==> src/rtl/sift_pkg.sv <==
// -----------------------------------------------------------------------------
// sift_pkg
// Shared types and constants for the SIFT gradient/keypoint memory fabric.
//   arb_state_t        : arbiter ownership state (OPEN / LOCKED)
//   GRAD_READ_LATENCY  : address-to-data latency of the gradient BRAMs
//   addr_width(dim)    : address width needed for a dim x dim image level
// -----------------------------------------------------------------------------
package sift_pkg;

    typedef enum logic {
        OPEN   = 1'b0,
        LOCKED = 1'b1
    } arb_state_t;

    localparam int GRAD_READ_LATENCY = 2;

    function automatic int addr_width(input int dim);
        return $clog2(dim * dim);
    endfunction

endpackage

==> src/rtl/rr_picker.sv <==
// -----------------------------------------------------------------------------
// rr_picker
// Combinational round-robin picker. Grants the first asserted request found
// when searching cyclically from ptr+1; the requester at ptr has lowest
// priority, so passing the last winner as ptr gives fair rotation.
// Ports:
//   req   : request vector
//   ptr   : index of the most recent winner
//   grant : one-hot grant, or zero when nothing requests
// -----------------------------------------------------------------------------
module rr_picker #(
    parameter int N = 3,
    localparam int PTR_W = $clog2(N)
) (
    input  logic [N-1:0]     req,
    input  logic [PTR_W-1:0] ptr,
    output logic [N-1:0]     grant
);

    int   idx;
    logic found;

    always_comb begin
        grant = '0;
        found = 1'b0;
        idx   = 0;
        for (int k = 1; k <= N; k++) begin
            idx = (int'(ptr) + k) % N;
            if (!found && req[idx[PTR_W-1:0]]) begin
                grant[idx[PTR_W-1:0]] = 1'b1;
                found                 = 1'b1;
            end
        end
    end

endmodule

==> src/rtl/grad_read_arbiter.sv <==
// -----------------------------------------------------------------------------
// grad_read_arbiter
// Shares the single read port of an x_grad / y_grad BRAM pair (common address)
// between NUM_REQ requesters. Round-robin per read, with an optional lock that
// lets one requester stream a whole patch uninterrupted. A tag pipeline tracks
// the fixed BRAM latency and steers each returning gradient pair to its issuer.
// Ports:
//   clk, rst_in            : clock, synchronous active-high reset
//   req_valid/addr/lock    : per-requester read request, packed address,
//                            hold-ownership-after-this-beat flag
//   req_ready              : one-hot or zero; issue = req_valid & req_ready
//   rsp_valid              : one-hot or zero; data for that requester now
//   rsp_x_grad/rsp_y_grad  : broadcast BRAM read data (signed, unmodified)
//   bram_addr              : registered shared BRAM read address
//   bram_x_grad/y_grad     : BRAM read data
//   busy                   : locked, or any read still in flight
// -----------------------------------------------------------------------------
module grad_read_arbiter
    import sift_pkg::*;
#(
    parameter int DIMENSION    = 64,
    parameter int BIT_DEPTH    = 8,
    parameter int NUM_REQ      = 3,
    parameter int READ_LATENCY = GRAD_READ_LATENCY,
    localparam int ADDR_WIDTH  = addr_width(DIMENSION),
    localparam int IDX_W       = $clog2(NUM_REQ)
) (
    input  logic                          clk,
    input  logic                          rst_in,
    input  logic [NUM_REQ-1:0]            req_valid,
    input  logic [NUM_REQ*ADDR_WIDTH-1:0] req_addr,
    input  logic [NUM_REQ-1:0]            req_lock,
    output logic [NUM_REQ-1:0]            req_ready,
    output logic [NUM_REQ-1:0]            rsp_valid,
    output logic signed [BIT_DEPTH-1:0]   rsp_x_grad,
    output logic signed [BIT_DEPTH-1:0]   rsp_y_grad,
    output logic [ADDR_WIDTH-1:0]         bram_addr,
    input  logic signed [BIT_DEPTH-1:0]   bram_x_grad,
    input  logic signed [BIT_DEPTH-1:0]   bram_y_grad,
    output logic                          busy
);

    arb_state_t             state_reg, state_next;
    logic [IDX_W-1:0]       owner_reg, owner_next;
    logic [IDX_W-1:0]       rr_ptr_reg, rr_ptr_next;
    logic [ADDR_WIDTH-1:0]  bram_addr_reg;

    logic [NUM_REQ-1:0]     rr_grant;
    logic [NUM_REQ-1:0]     ready_c;
    logic [NUM_REQ-1:0]     issue_vec;
    logic                   issue_any;
    logic [IDX_W-1:0]       issue_idx;
    logic [ADDR_WIDTH-1:0]  issue_addr;
    logic                   issue_lock;

    // Tag stage k is visible k+1 cycles after the issue; the last stage lines
    // up with the BRAM data for that address.
    logic                   tag_valid_reg [READ_LATENCY+1];
    logic [IDX_W-1:0]       tag_idx_reg   [READ_LATENCY+1];

    rr_picker #(
        .N (NUM_REQ)
    ) u_rr_picker (
        .req   (req_valid),
        .ptr   (rr_ptr_reg),
        .grant (rr_grant)
    );

    // While locked, only the owner can be served, even if it is idle.
    always_comb begin
        ready_c = '0;
        if (!rst_in) begin
            if (state_reg == LOCKED) begin
                ready_c[owner_reg] = req_valid[owner_reg];
            end else begin
                ready_c = rr_grant;
            end
        end
    end

    assign req_ready = ready_c;
    assign issue_vec = req_valid & ready_c;
    assign issue_any = |issue_vec;

    // issue_vec is one-hot, so a plain loop acts as the select mux.
    always_comb begin
        issue_idx  = '0;
        issue_addr = '0;
        issue_lock = 1'b0;
        for (int i = 0; i < NUM_REQ; i++) begin
            if (issue_vec[i]) begin
                issue_idx  = IDX_W'(i);
                issue_addr = req_addr[i*ADDR_WIDTH +: ADDR_WIDTH];
                issue_lock = req_lock[i];
            end
        end
    end

    // Only the owner can issue while LOCKED, so the same rule covers both
    // entering and leaving the lock.
    always_comb begin
        state_next  = state_reg;
        owner_next  = owner_reg;
        rr_ptr_next = rr_ptr_reg;
        if (issue_any) begin
            rr_ptr_next = issue_idx;
            if (issue_lock) begin
                state_next = LOCKED;
                owner_next = issue_idx;
            end else begin
                state_next = OPEN;
            end
        end
    end

    always_ff @(posedge clk) begin
        if (rst_in) begin
            state_reg     <= OPEN;
            owner_reg     <= '0;
            rr_ptr_reg    <= IDX_W'(NUM_REQ - 1);
            bram_addr_reg <= '0;
        end else begin
            state_reg  <= state_next;
            owner_reg  <= owner_next;
            rr_ptr_reg <= rr_ptr_next;
            if (issue_any) begin
                bram_addr_reg <= issue_addr;
            end
        end
    end

    assign bram_addr = bram_addr_reg;

    always_ff @(posedge clk) begin
        if (rst_in) begin
            tag_valid_reg[0] <= 1'b0;
            tag_idx_reg[0]   <= '0;
        end else begin
            tag_valid_reg[0] <= issue_any;
            tag_idx_reg[0]   <= issue_idx;
        end
    end

    generate
        for (genvar gi = 1; gi <= READ_LATENCY; gi++) begin : g_tag
            always_ff @(posedge clk) begin
                if (rst_in) begin
                    tag_valid_reg[gi] <= 1'b0;
                    tag_idx_reg[gi]   <= '0;
                end else begin
                    tag_valid_reg[gi] <= tag_valid_reg[gi-1];
                    tag_idx_reg[gi]   <= tag_idx_reg[gi-1];
                end
            end
        end
    endgenerate

    always_comb begin
        rsp_valid = '0;
        if (!rst_in && tag_valid_reg[READ_LATENCY]) begin
            rsp_valid[tag_idx_reg[READ_LATENCY]] = 1'b1;
        end
    end

    assign rsp_x_grad = bram_x_grad;
    assign rsp_y_grad = bram_y_grad;

    logic in_flight;

    always_comb begin
        in_flight = 1'b0;
        for (int k = 0; k <= READ_LATENCY; k++) begin
            in_flight = in_flight | tag_valid_reg[k];
        end
    end

    assign busy = !rst_in && ((state_reg == LOCKED) || in_flight);

endmodule
==> config.mk <==
export PLATFORM = sky130hd
export DESIGN_NAME = grad_read_arbiter
export DESIGN_NICKNAME = d
export VERILOG_FILES = /design/src/rtl/sift_pkg.sv /design/src/rtl/rr_picker.sv /design/src/rtl/grad_read_arbiter.sv
export SDC_FILE = /design/constraint.sdc
export NUM_CORES = 1
export LEC_CHECK = 0
export BUFFER_PORTS_ARGS = -buffer_cell sky130_fd_sc_hd__buf_2
export CAP_MARGIN = 0
export CORE_MARGIN = 8
export CORE_UTILIZATION = 47
export DETAILED_ROUTE_END_ITERATION = 10
export GPL_TIMING_DRIVEN = 1
export PLACE_DENSITY = 0.93
export SLEW_MARGIN = 40
export SYNTH_ARGS = -nofsm -noshare
export SYNTH_HDL_FRONTEND = slang
export SYNTH_SLANG_ARGS = --single-unit
==> constraint.sdc <==
create_clock -name clk -period 4.6 [get_ports clk]
set_input_delay 0.92 -clock clk [delete_from_list [all_inputs] [get_ports clk]]
set_output_delay 0.92 -clock clk [all_outputs]
set_load 0.03 [all_outputs]
# Word-level counts from Yosys, hierarchy flattened
# Memories as Yosys holds them, arrays and structs flattened.
# Index checks and enable logic that the tools add are counted.
totals:
  elab_cells: 93
  input_bits: 60
  n_memories: 2
  ramBits: 9
  regBits: 17
memory_table:
  columns: ["name", "depth", "word_bits", "read_ports", "rd_ports_with_merged_regs", "write_ports", "line_no", "text"]
  rows:
  - ["tag_idx_reg", 3, 2, 3, 0, 3, "grad_read_arbiter.sv:59", "logic [IDX_W-1:0] tag_idx_reg [READ_LATENCY+1];"]
  - ["tag_valid_reg", 3, 1, 3, 0, 3, "grad_read_arbiter.sv:58", "logic tag_valid_reg [READ_LATENCY+1];"]
classes:
  reduce_logical: 15
  mux: 44
  add_sub_neg: 3
  n_bitwise: 12
  order_cmp: 10
  n_div: 3
ops:
  columns: ["cell", "n"]
  rows:
  - ["remainder unit 32 x 3 -> 32 bit, second input constant", 3]
  - ["2-to-1 mux 12 bit", 3]
  - ["2-to-1 mux 1 bit", 22]
  - ["2-to-1 mux 3 bit", 6]
  - ["< comparator 2 x 3 -> 1 bit, second input constant", 5]
  - ["demux 1 bit (select 2 bit)", 5]
  - [">= comparator 2 x 1 -> 1 bit, second input constant", 5]
  - ["logical AND 1 bit", 9]
  - ["binary-select mux 1 bit (select 2 bit)", 4]
  - ["2-to-1 mux 2 bit", 4]
  - ["OR 1 bit", 8]
  - ["adder 2 x 2 -> 3 bit, second input constant", 2]
  - ["bitwise AND 3 bit", 2]
  - ["OR 3 bit", 2]
  - ["adder 2 x 1 -> 3 bit, second input constant", 1]
  - ["zero test 1 bit", 3]
  - ["OR reduction 3 bit", 1]
  - ["AND reduction 2 bit", 1]
  - ["logical OR 1 bit", 1]

# Depth between registers and ports, before layout
depth:
  ltp_word: 18
  depth_mapped: 11

# Hierarchy
# Synthesis repeated with hierarchy kept, for this count alone.
hier_totals:
  cells_unflattened: 204
  hier_area_um2: 1760.4
by_module_without_submodules:
  columns: ["module", "area_per_inst_um2", "instances", "cells_each", "seq_area_each_um2"]
  rows:
  - ["grad_read_arbiter", 1532.7, 1, 172, 520.5]
  - ["rr_picker", 227.7, 1, 32, 0.0]

# Least setup slack after synthesis
# Ideal clock, no wire load.
synth_path:
  kind: "input -> output"
  from: "input port req_valid[0]"
  to: "output port req_ready[0]"
  setup_slack_ns: 1.054
  path_buffers: 0
  t_arrival_ns: 2.626
  stages: 4
  cell_sequence: "mux2_4 a222oi_1 a31oi_1 a211oi_1"
synth_between:
  elab_chain_cells: 11
  elab_cells_between_ends: 22
  cone_classes: "15 x mux; 3 x bitwise; 4 x reduce/logical"
synth_lines:
  columns: ["item", "line_no", "text"]
  rows:
  - ["start, declared", "grad_read_arbiter.sv:30", "input logic [NUM_REQ-1:0] req_valid,"]
  - ["binary-select mux 1 bit (select 2 bit)", "rr_picker.sv:29", "if (!found && req[idx[PTR_W-1:0]]) begin"]
  - ["2-to-1 mux 1 bit (implied by the code)", "rr_picker.sv:29", null]
  - ["2-to-1 mux 1 bit", "rr_picker.sv:29", null]
  - ["zero test 1 bit", "rr_picker.sv:29", null]
  - ["logical AND 1 bit", "rr_picker.sv:29", null]
  - ["2-to-1 mux 1 bit", "rr_picker.sv:29", null]
  - ["zero test 1 bit", "rr_picker.sv:29", null]
  - ["logical AND 1 bit", "rr_picker.sv:29", null]
  - ["2-to-1 mux 3 bit", "rr_picker.sv:29", null]
  - ["2-to-1 mux 3 bit (*)", "grad_read_arbiter.sv:73", "if (state_reg == LOCKED) begin"]
  - ["2-to-1 mux 3 bit (*)", "grad_read_arbiter.sv:72", "if (!rst_in) begin"]
  - ["end, declared", "grad_read_arbiter.sv:33", "output logic [NUM_REQ-1:0] req_ready,"]
# Every way passes the cells marked *; elsewhere a longest branch is shown, timed or not. The select of a mux whose other input is x is not followed.

# Final worst setup path
layout_path:
  from: "register rr_ptr_reg[0]"
  to: "output port req_ready[0]"
layout_between:
  elab_chain_cells: 13
  elab_cells_between_ends: 40
  cone_classes: "3 x add/sub; 3 x div; 6 x order compare; 19 x mux; 2 x bitwise; 7 x reduce/logical"
layout_lines:
  columns: ["item", "line_no", "text"]
  rows:
  - ["start, declared", "grad_read_arbiter.sv:45", "logic [IDX_W-1:0] rr_ptr_reg, rr_ptr_next;"]
  - ["start signal, assigned", "grad_read_arbiter.sv:120", "rr_ptr_reg <= IDX_W'(NUM_REQ - 1);"]
  - ["start signal, assigned", "grad_read_arbiter.sv:125", "rr_ptr_reg <= rr_ptr_next;"]
  - ["adder 2 x 1 -> 3 bit", "rr_picker.sv:28", "idx = (int'(ptr) + k) % N;"]
  - ["remainder unit 32 x 3 -> 32 bit", "rr_picker.sv:28", null]
  - ["< comparator 2 x 3 -> 1 bit (implied by the code) (tied with other cells)", "rr_picker.sv:30", "grant[idx[PTR_W-1:0]] = 1'b1;"]
  - ["logical AND 1 bit (implied by the code) / 2-to-1 mux 1 bit (equally long branches)", "rr_picker.sv:30, rr_picker.sv:29", null]
  - ["2-to-1 mux 1 bit, on equally long branches", "rr_picker.sv:30, rr_picker.sv:29", null]
  - ["demux 1 bit (select 2 bit) / zero test 1 bit (equally long branches)", null, null]
  - ["2-to-1 mux 3 bit / logical AND 1 bit (equally long branches)", "rr_picker.sv:29", null]
  - ["OR 3 bit (no source line) / 2-to-1 mux 1 bit (equally long branches)", null, null]
  - ["2-to-1 mux 3 bit / zero test 1 bit (equally long branches)", "rr_picker.sv:29", null]
  - ["OR 3 bit (no source line) / logical AND 1 bit (equally long branches)", null, null]
  - ["2-to-1 mux 3 bit (*)", "rr_picker.sv:29", null]
  - ["2-to-1 mux 3 bit (*)", "grad_read_arbiter.sv:73", null]
  - ["2-to-1 mux 3 bit (*)", "grad_read_arbiter.sv:72", null]
# Marks and branches as above.

==> flow_summary.json <==
{
  "cts_hold_repair.buffers": 0,
  "worstHoldPathType": "flip-flop to flip-flop",
  "synthesis.yosys.warnings": 0,
  "regArea_um2": 520,
  "grt_setup_unrepaired": "no",
  "outcome": "complete, no violations",
  "grt_start_max_net_pins": 30,
  "largest_register_ffs": 12,
  "ioPinCount": 95,
  "netlist_area_um2": 1600,
  "worstSetupEndpointType": "primary output",
  "cts_buffers": 3,
  "fin_setup_tns_ns": 0,
  "port_buffer_count": 62,
  "count_of_filler_cells_inserted_in_the_layout": 329,
  "maximum_clock_skew_at_final_layout_ns": 0.00204,
  "groute.layer.met1.usage": 0.161,
  "grt_antenna_before_repair": 0,
  "detailedRoute.firstIterationViolations": 81,
  "max_clock_freq_mhz": 263,
  "placeableCoreArea_um2": 3310,
  "detail_route.vias_per_cell": 5.52,
  "synth_area_leader_cell": "sky130_fd_sc_hd__dfxtp_1",
  "firstDrtPassIters": 6,
  "transition_time_of_the_tightest_slew_check_pin_ns": 0.796,
  "fp-row-count": 21,
  "grt_pass1_vias": 1528,
  "drt-wirelength-per-cell_um": 15.2,
  "drc": 0,
  "hold_viol": 0,
  "total_detailed_routing_wirelength_um": 4040,
  "fin_area_um2": 1840,
  "gr-usage-met2": 0.266,
  "grt_use_total": 0.150,
  "timing.setup.critical_path_class": "flip-flop to primary output",
  "synth_area_leaders": "sky130_fd_sc_hd__dfxtp_1 33%, sky130_fd_sc_hd__a221oi_2 8.4%, sky130_fd_sc_hd__buf_4 8.0%",
  "die-height_um": 74.4,
  "synth_top_area_frac": 0.325,
  "dp.cells": 262,
  "postSynth.asyncResetShare": 0,
  "num_vias": 1468,
  "critical_path_arrival_ns": 2.88,
  "antennaDiodeCount": 0,
  "yosysMostFrequentCell": "sky130_fd_sc_hd__dfxtp_1",
  "setup.worst_path.start_class": "flip-flop",
  "pre_cts_ws_ns": 1.06,
  "synth_top_flop_cell": "sky130_fd_sc_hd__dfxtp_1",
  "power.ir.vdd_worst_mv": 0.316,
  "cts_resized": 0,
  "post_synth_edffs": 0,
  "global_route_wire_length_before_repair_um": 6680,
  "area_growth_syn_to_layout_pct": 15.2,
  "use_met3": 0.0647,
  "fp.dieW_um": 74.4,
  "drive_above_1_share": 0.377,
  "post-cts-setup-buffers": 0,
  "power_density_over_the_cells_nw_per_um2": 725,
  "place_area_um2": 1790,
  "power_leakage_nw": 0.823,
  "final-max-slew-violation-count": 0,
  "largest_fanout_of_any_net_on_the_critical_path": 8,
  "clock_latency_ns": 0.31,
  "multi_input_area_um2": 806,
  "slew_headroom": 0.469,
  "final-instance-count-excl-fill": 266,
  "setup_ws_ns": 0.803,
  "clk_path_buf_depth": 2,
  "synth_area_per_cell_um2": 8.89,
  "globalplace.congestion": 0.946,
  "worst-endpoint-required_ns": 3.68,
  "number_of_nets_produced_by_synthesis": 244,
  "tritoncts": "done",
  "yosys.cell_types.count": 45,
  "ant_nets": 0,
  "clock-sinks": 26,
  "hpwl_um": 3070,
  "final_period_minus_worst_setup_slack_ns": 3.80,
  "postSynthCellCount": 180,
  "busiest_layer": "met2",
  "die_area_um2": 5530,
  "overflow": 0,
  "finalSetupViolations": 0,
  "finish.net_count": 285,
  "layout_worst_path_cycle_share": 0.825,
  "path_clk_slew_ns": 0.14,
  "clock_tree.htree_level_count": 1,
  "synth.cells.most_frequent": "26 x sky130_fd_sc_hd__dfxtp_1, 23 x sky130_fd_sc_hd__inv_1, 17 x sky130_fd_sc_hd__buf_4, 13 x sky130_fd_sc_hd__a22oi_1, 9 x sky130_fd_sc_hd__a221oi_2",
  "clock-root-buffer": "sky130_fd_sc_hd__clkbuf_4",
  "synth_seq_area_share": 0.325,
  "maxCapViolations": 0,
  "synth_seq_cells": 26,
  "initial_utilization": 0.483
}
==> worst max-delay path: stages, from the launching register on <==
cell and delay (ns):
sky130_fd_sc_hd__dfxtp_1 0.40, sky130_fd_sc_hd__inv_1 0.08, sky130_fd_sc_hd__ha_1 0.43, sky130_fd_sc_hd__mux2_2 0.39, sky130_fd_sc_hd__a222oi_1 0.41, sky130_fd_sc_hd__a31oi_1 0.19, sky130_fd_sc_hd__a211oi_1 0.39, sky130_fd_sc_hd__buf_2 0.27
==> routing by layer <==
layer  share of wire  routed length, um
met5               0                  0
met4          0.0074                 30
met3           0.096                386
met2            0.49               1970
met1            0.41               1650
==> worst paths after layout <==
kind	start	slack [ns]	end	depth (start not counted)
worst max-delay path	rr_ptr_reg[0]	0.80	req_ready[0]	7
worst min-delay path	tag_idx_reg[0][0]	0.45	tag_idx_reg[1][0]	1
worst max register to register	rr_ptr_reg[0]	1.45	bram_addr[11]	8
worst min register to register	tag_idx_reg[0][0]	0.45	tag_idx_reg[1][0]	1
==> report_power, final <==
group          switching, W  internal (W)  leakage [nW]  total (W)
combinational      0.000512      0.000305         0.582   0.000817
clock             0.0000673     0.0000880        0.0279   0.000155
sequential        0.0000509      0.000315         0.213   0.000366
total              0.000631      0.000707         0.823    0.00134
==> metrics by stage <==
stage / util / power, W / hold slack (ns)
finish: 0.557 / 0.00134 / 0.454
global route: 0.557 / 0.00144 / 0.483
CTS: 0.557 / 0.00135 / 0.456
detailed placement: 0.541 / 0.00119 / 0.424
global placement: 0.541 / 0.00117 / 0.416
floorplan: - / 0.00105 / 0.414
==> area by class of cell <==
type	instances	area share
multi-input cells	103	0.437
flip-flops and latches	26	0.282
repair buffers	63	0.172
inverters	24	0.0488
well taps	46	0.0312
clock inverters	1	0.0163
clock buffers	3	0.0122
==> placed cells by master, fill, tap and decap left out, drive strengths merged, types with 2 or more instances in the layout <==
master,instances
clkbuf,3
nand3b,4
nor2b,7
a211oi,2
nand3,2
o21ai,14
dfxtp,26
nor3b,2
ha,4
a311o,3
a22oi,13
buf,63
inv,24
a221oi,12
a31oi,2
mux2,3
nand2,5
nor2,3
and2,5
a21oi,7
==> cells by family (layout without fill, tap and decap cells) <==
logic type      count (synthesis)  in the layout  synth area share
fa+ha+maj                       4              4            0.0313
buf+inv                        51             91             0.171
simple gates                   32             32             0.118
compound gates                 63             63             0.324
mux                             4              4            0.0297
flops                          26             26             0.325
No activity file was read; power rests on OpenSTA's default activity.
